**src/rtl/alu_result_accumulator.sv**
```systemverilog
// Frame-based saturating accumulator for adder/multiplier results.
// Collects FRAME samples via valid/ready, then holds the sum until downstream takes it.
module alu_result_accumulator #(
    parameter int ACC_W = 8,
    parameter int FRAME = 8
) (
    input  logic             i_clk,
    input  logic             i_rst,
    input  logic             i_clear,
    input  logic             i_in_valid,
    output logic             o_in_ready,
    input  logic             i_in_op,
    input  logic [5:0]       i_in_result,
    output logic             o_out_valid,
    input  logic             i_out_ready,
    output logic [ACC_W-1:0] o_out_acc,
    output logic [3:0]       o_out_count,
    output logic             o_out_sat
);

    typedef enum logic {
        S_ACCUM = 1'b0,
        S_HOLD  = 1'b1
    } state_t;

    localparam logic [3:0] LAST_IDX = 4'(FRAME - 1);

    state_t             r_state;
    state_t             w_next_state;
    logic [ACC_W-1:0]   r_acc;
    logic [3:0]         r_count;
    logic               r_sat;

    logic               w_accept;
    logic               w_last;
    logic [5:0]         w_operand;
    logic [ACC_W:0]     w_sum;
    logic [ACC_W-1:0]   w_acc_next;
    logic               w_sat_hit;

    // Adder results only carry 4 meaningful bits; upper bits may be garbage.
    assign w_operand  = i_in_op ? {2'b00, i_in_result[3:0]} : i_in_result;
    assign w_sum      = {1'b0, r_acc} + {{(ACC_W-5){1'b0}}, w_operand};
    assign w_sat_hit  = w_sum[ACC_W];
    assign w_acc_next = w_sat_hit ? {ACC_W{1'b1}} : w_sum[ACC_W-1:0];

    assign o_in_ready = (r_state == S_ACCUM) && !i_clear;
    assign w_accept   = i_in_valid && o_in_ready;
    assign w_last     = (r_count == LAST_IDX);

    always_comb begin
        w_next_state = r_state;
        case (r_state)
            S_ACCUM: if (w_accept && w_last) w_next_state = S_HOLD;
            S_HOLD:  if (i_out_ready)        w_next_state = S_ACCUM;
            default:                         w_next_state = S_ACCUM;
        endcase
        if (i_clear) w_next_state = S_ACCUM;
    end

    always_ff @(posedge i_clk) begin
        if (i_rst) begin
            r_state <= S_ACCUM;
            r_acc   <= '0;
            r_count <= '0;
            r_sat   <= 1'b0;
        end else begin
            r_state <= w_next_state;
            if (i_clear) begin
                r_acc   <= '0;
                r_count <= '0;
                r_sat   <= 1'b0;
            end else if (r_state == S_ACCUM) begin
                if (w_accept) begin
                    r_acc   <= w_acc_next;
                    r_count <= r_count + 4'd1;
                    r_sat   <= r_sat | w_sat_hit;
                end
            end else if (i_out_ready) begin
                r_acc   <= '0;
                r_count <= '0;
                r_sat   <= 1'b0;
            end
        end
    end

    assign o_out_valid = (r_state == S_HOLD);
    assign o_out_acc   = r_acc;
    assign o_out_count = r_count;
    assign o_out_sat   = r_sat;

endmodule
```
**config.mk**
```make
export PLATFORM = sky130hd
export DESIGN_NAME = alu_result_accumulator
export DESIGN_NICKNAME = d
export VERILOG_FILES = /design/src/rtl/alu_result_accumulator.sv
export SDC_FILE = /design/constraint.sdc
export NUM_CORES = 1
export LEC_CHECK = 0
export CAP_MARGIN = 20
export CORE_ASPECT_RATIO = 1.25
export CORE_MARGIN = 1.5
export CORE_UTILIZATION = 40
export DETAILED_ROUTE_END_ITERATION = 10
export GPL_TIMING_DRIVEN = 0
export PLACE_DENSITY_LB_ADDON = 0.08
export SLEW_MARGIN = 10
export SYNTH_ARGS = -nofsm -noshare
export SYNTH_HDL_FRONTEND = slang
export SYNTH_SLANG_ARGS = --single-unit
export TNS_END_PERCENT = 50
```
**constraint.sdc**
```tcl
create_clock -name i_clk -period 3.4 [get_ports i_clk]
set_clock_uncertainty 0.05 [all_clocks]
set_input_delay 0.68 -clock i_clk [delete_from_list [all_inputs] [get_ports i_clk]]
set_output_delay 0.68 -clock i_clk [all_outputs]
set_load 0.005 [all_outputs]
```
# --- Word-level counts from Yosys, hierarchy flattened ---
# Cells that the tools add are included.
word_totals:
  memories: 0
  romBits: 0
  latchBits: 0
  out_inout_bits: 15
  ram_bits: 0
  reg_bits: 14
classes:
  n_div: 0
  n_bitwise: 2
  mul: 0
  reduce_logical: 7
  n_mux: 14
  shift: 0
  n_lt_le_gt_ge: 0
  addsub: 2
  n_eq_ne: 2
ops:
  columns: ["cell", "n"]
  rows:
  - ["2-to-1 mux 8 bit", 4]
  - ["2-to-1 mux 4 bit", 3]
  - ["adder 8 x 6 -> 9 bit", 1]
  - ["2-to-1 mux 6 bit", 1]
  - ["2-to-1 mux 1 bit", 5]
  - ["adder 4 x 1 -> 4 bit (second input constant)", 1]
  - ["equality test 4 x 3 -> 1 bit (second input constant)", 1]
  - ["logical AND 1 bit", 3]
  - ["inequality test 2 bit (second input constant)", 1]
  - ["case mux 1 bit (2 select lines)", 1]
  - ["AND reduction 2 bit", 1]
  - ["nonzero test 2 bit", 1]
  - ["OR reduction 2 bit", 1]
  - ["logical NOT 1 bit", 1]
  - ["inverter 1 bit", 1]
  - ["bitwise OR 1 bit", 1]

# --- Logic depth before layout (Yosys ltp) ---
depth:
  ltp_word: 6
  depth_mapped: 7
  depth_no_buf: 6

# --- Worst setup path after synthesis ---
# OpenSTA, ideal clock, no wires.
synth_path:
  kind: "in2reg"
  startpoint: "input port i_in_result[0]"
  endpoint: "register r_acc[3], in the netlist o_out_acc[3]"
  required_ns: 3.225
  slack_ns: 1.119
  path_buffers: 0
  stages: 6
  arrival_time_ns: 2.106
  path_cell_list: "ha_1 > fa_1 > a211oi_2 > o21ai_4 > a221oi_1 > nor3_1"
synth_between:
  elab_chain_len: 5
synth_lines:
  columns: ["item", "line_no", "text"]
  rows:
  - ["from (decl)", "13", "input logic [5:0] i_in_result,"]
  - ["2-to-1 mux 6 bit", "42", "assign w_operand = i_in_op ? {2'b00, i_in_result[3:0]} : i_in_result;"]
  - ["adder 8 x 6 -> 9 bit", "43", "assign w_sum = {1'b0, r_acc} + {{(ACC_W-5){1'b0}}, w_operand};"]
  - ["2-to-1 mux 8 bit", "45", "assign w_acc_next = w_sat_hit ? {ACC_W{1'b1}} : w_sum[ACC_W-1:0];"]
  - ["2-to-1 mux 8 bit", "74", "if (w_accept) begin"]
  - ["2-to-1 mux 8 bit", "73", "end else if (r_state == S_ACCUM) begin"]
  - ["to (signal assigned)", "75", "r_acc <= w_acc_next;"]
  - ["to (decl)", "30", "logic [ACC_W-1:0] r_acc;"]
# No other way between the ends. The select of a mux whose other input is x is not followed.
# A chain may end at the register's enable or synchronous reset.

# --- Worst setup path after layout ---
# Same ends and word-level chain as after synthesis.

==> results.toml <==
[status]
outcome = "completed"

[worst_setup_path]
crit_arrival_ns = 2.68
path_cells = "clkdlybuf4s50_1 > ha_1 > fa_1 > a211oi_2 > o21ai_4 > a221oi_1 > nor3_1"
crit_cells = 7
critPathBufInv = 1
crit_slowest_cell = "fa_1"
path_delay_family = "compound AO/OA/AOI/OAI gates"
reg2reg_depth = 6
cp-start-kind = "input pin"
cpPeakStageDelay_ns = 0.45
path_max_fanout = 10
path_class = "input pin to register"
crit_path_end_kind = "register"
required_ns = 3.52

[grt]
antenna_found_initial = 0
grt_pass1_wl_um = 3330
grt_max_degree = 11
grt_overflow = 0
grt_util_all_layers_pct = 17.1
grt_pass1_vias = 787

[timing]
rsz0062_at_grt = "false"
period_needed_ns = 2.56
slew-limit-headroom_pct = 69.8
slew_viol_final = 0
tightestPinTransition_ns = 0.452
fin_setup_tns_ns = 0
fin_crit_sh_pct = 75.4
max_freq_ghz = 0.390
hold_viol = 0
setup_violations = 0

[finish]
syn_to_final_growth_pct = 36.4
layout.nets = 155
diodes = 0
final-seq-area_um2 = 280
fill_cells = 227
multi_input_area_um2 = 612
final_layout_size_suffix_gt1_share_pct = 9.70

[synthesis]
ys_types = 43
synth_flop_cell = "dfxtp_1"
syn_nets = 124
netlist_instances = 104
ys_async_sr_fraction_pct = 0
synth_edf_count = 0
yosys_register_bits = 14
avgSynthCellArea_um2 = 8.85
synth-seq-area-share_pct = 30.4
synth_area_um2 = 921
yosys_warnings = 0

[drt]
wl_per_cell_um = 13.0
via_per_inst = 5.38
drtAntennaViolNets = 0
firstDrtPassIters = 4
wl_um = 2150
highest_layer = "met4"
drt-initial-drc-count = 7
wl_met3_um = 94
vias = 887
wl_met1_um = 968
drc = 0
dr_wl_met2_um = 1070

[placement]
io_buffers = 26
place.gp.congestion = 0.818
post-dp-hpwl_um = 1650

[clock_network]
cts_root_buffer = "clkbuf_4"
cts_buffers = 3
clkTransAtPathRegs_ns = 0.09
cts_hold_buf = 0
postCtsResizedCells = 0
cts_buffer_depth = 2
worstSkewPairLatency_ns = 0.27
cts_setup_buffers = 0
htree_levels = 1
cts_tree = "done"
clkSinkCount = 14

[die]
coreArea_um2 = 2190
rows = 19
die_height_um = 56.6
die_area_um2 = 2600
dieWidth_um = 45.9
initial_core_util_pct = 42.1
num_io_pins = 27

[min_path]
hp-class = "register to register"
min_path_cells = 2

[power]
p_leak_uw = 0.000493
total_power_uw = 352
cellPowerDensity_nw_per_um2 = 281
vdd_drop_max_v = 0.000176

[flow_run]
cap_violations = 0
-- synth_stat cells (2+ instances only) --
cell type | count | area (um^2)
nand2b_1 | 2 | 12.5
nand3_1 | 4 | 20.0
o21ai_0 | 6 | 30.0
nor2_1 | 9 | 33.8
nor2b_1 | 2 | 12.5
o22ai_1 | 2 | 12.5
a211o_1 | 3 | 26.3
xor2_1 | 3 | 26.3
ha_1 | 7 | 87.6
a211oi_1 | 2 | 15.0
nand2_1 | 10 | 37.5
or3b_1 | 2 | 17.5
a21o_1 | 2 | 15.0
a21oi_1 | 8 | 40.0
dfxtp_1 | 14 | 280
-- registers in the layout, indices dropped and copies added, names as in the netlist --
register and cells:
o_out_valid 1, o_out_sat 1, o_out_acc 8, o_out_count 4
-- through the flow --
stage	instance area [um^2]	utilization [%]	cells	hold WS [ns]	setup slack (ns)
global placement	1220	55.8	161	0.406	0.591
finish	1260	57.4	165	0.423	0.836
floorplan	921	-	104	0.401	1.12
global route	1260	57.4	165	0.451	0.779
CTS	1260	57.4	165	0.431	0.836
detailed placement	1220	55.8	161	0.411	0.540
-- final cells by class --
| type | instances | share of cell area [%] |
|---|---|---|
| sequential | 14 | 22.3 |
| timing repair buffer | 26 | 20.7 |
| clock buffer | 4 | 2.89 |
| buffer | 3 | 2.29 |
| multi-input combinational | 87 | 48.7 |
| tap | 31 | 3.09 |
-- tightest hold or removal path: cells and delay by family (launching register included) --
family	cells	cell delay, ns
flip-flops	1	0.33
AND/OR/NAND/NOR	1	0.07
AO/OA/AOI/OAI	1	0.04
-- where the power goes --
| part | switching [uW] | total (uW) | internal [uW] |
|---|---|---|---|
| clock | 53.5 | 118 | 65.0 |
| combinational | 29.6 | 65.4 | 35.8 |
| sequential | 2.26 | 168 | 166 |
| total | 85.4 | 352 | 267 |
-- placed cells by master (no fill, tap or decap), drive strengths merged, types with 2 or more instances in the layout --
| master | synthesis | final |
|---|---|---|
| clkbuf | 1 | 5 |
| o21a | 2 | 2 |
| a21o | 3 | 3 |
| a211o | 4 | 4 |
| o22ai | 2 | 2 |
| xor2 | 3 | 3 |
| o21ai | 8 | 8 |
| nand2 | 10 | 10 |
| nor2 | 9 | 9 |
| nor3b | 2 | 2 |
| ha | 7 | 7 |
| a211oi | 3 | 3 |
| or3b | 2 | 2 |
| nand2b | 2 | 2 |
| clkdlybuf4s50 | 0 | 26 |
| dfxtp | 14 | 14 |
| nand3 | 4 | 4 |
| buf | 2 | 2 |
| a21oi | 8 | 8 |
| nor2b | 2 | 2 |
-- path summary, 6_finish.rpt --
path	start	endpoint	slack (ns)
worst max-delay path	i_in_result[0]	o_out_acc[3]$_SDFFE_PP0P_	0.84
worst max register to register	o_out_acc[0]$_SDFFE_PP0P_	o_out_acc[3]$_SDFFE_PP0P_	1.34
worst min-delay path	o_out_sat$_SDFFE_PP0P_	o_out_sat$_SDFFE_PP0P_	0.42
worst min register to register	o_out_sat$_SDFFE_PP0P_	o_out_sat$_SDFFE_PP0P_	0.42
-- per-layer routing --
layer | vias up | track usage [%]
met5 | - | 0
met4 | 0 | 5.31
met3 | 2 | 3.86
met2 | 22 | 28.2
met1 | 406 | 21.4
li1 | 457 | -
-- logic make-up (layout without fill, tap and decap cells) --
kind of cell               after synthesis  after routing  synth area share, %
xor gates and xnor gates                 3              3                 2.85
DFF                                     14             14                 30.4
AOI/OAI and AO/OA                       38             38                 29.8
buffers and inverters                    3             33                 3.12
adders and majority gates                8              8                 11.7
and+or+nand+nor                         38             38                 22.1
Note: power is estimated with default switching activity, not from simulation.
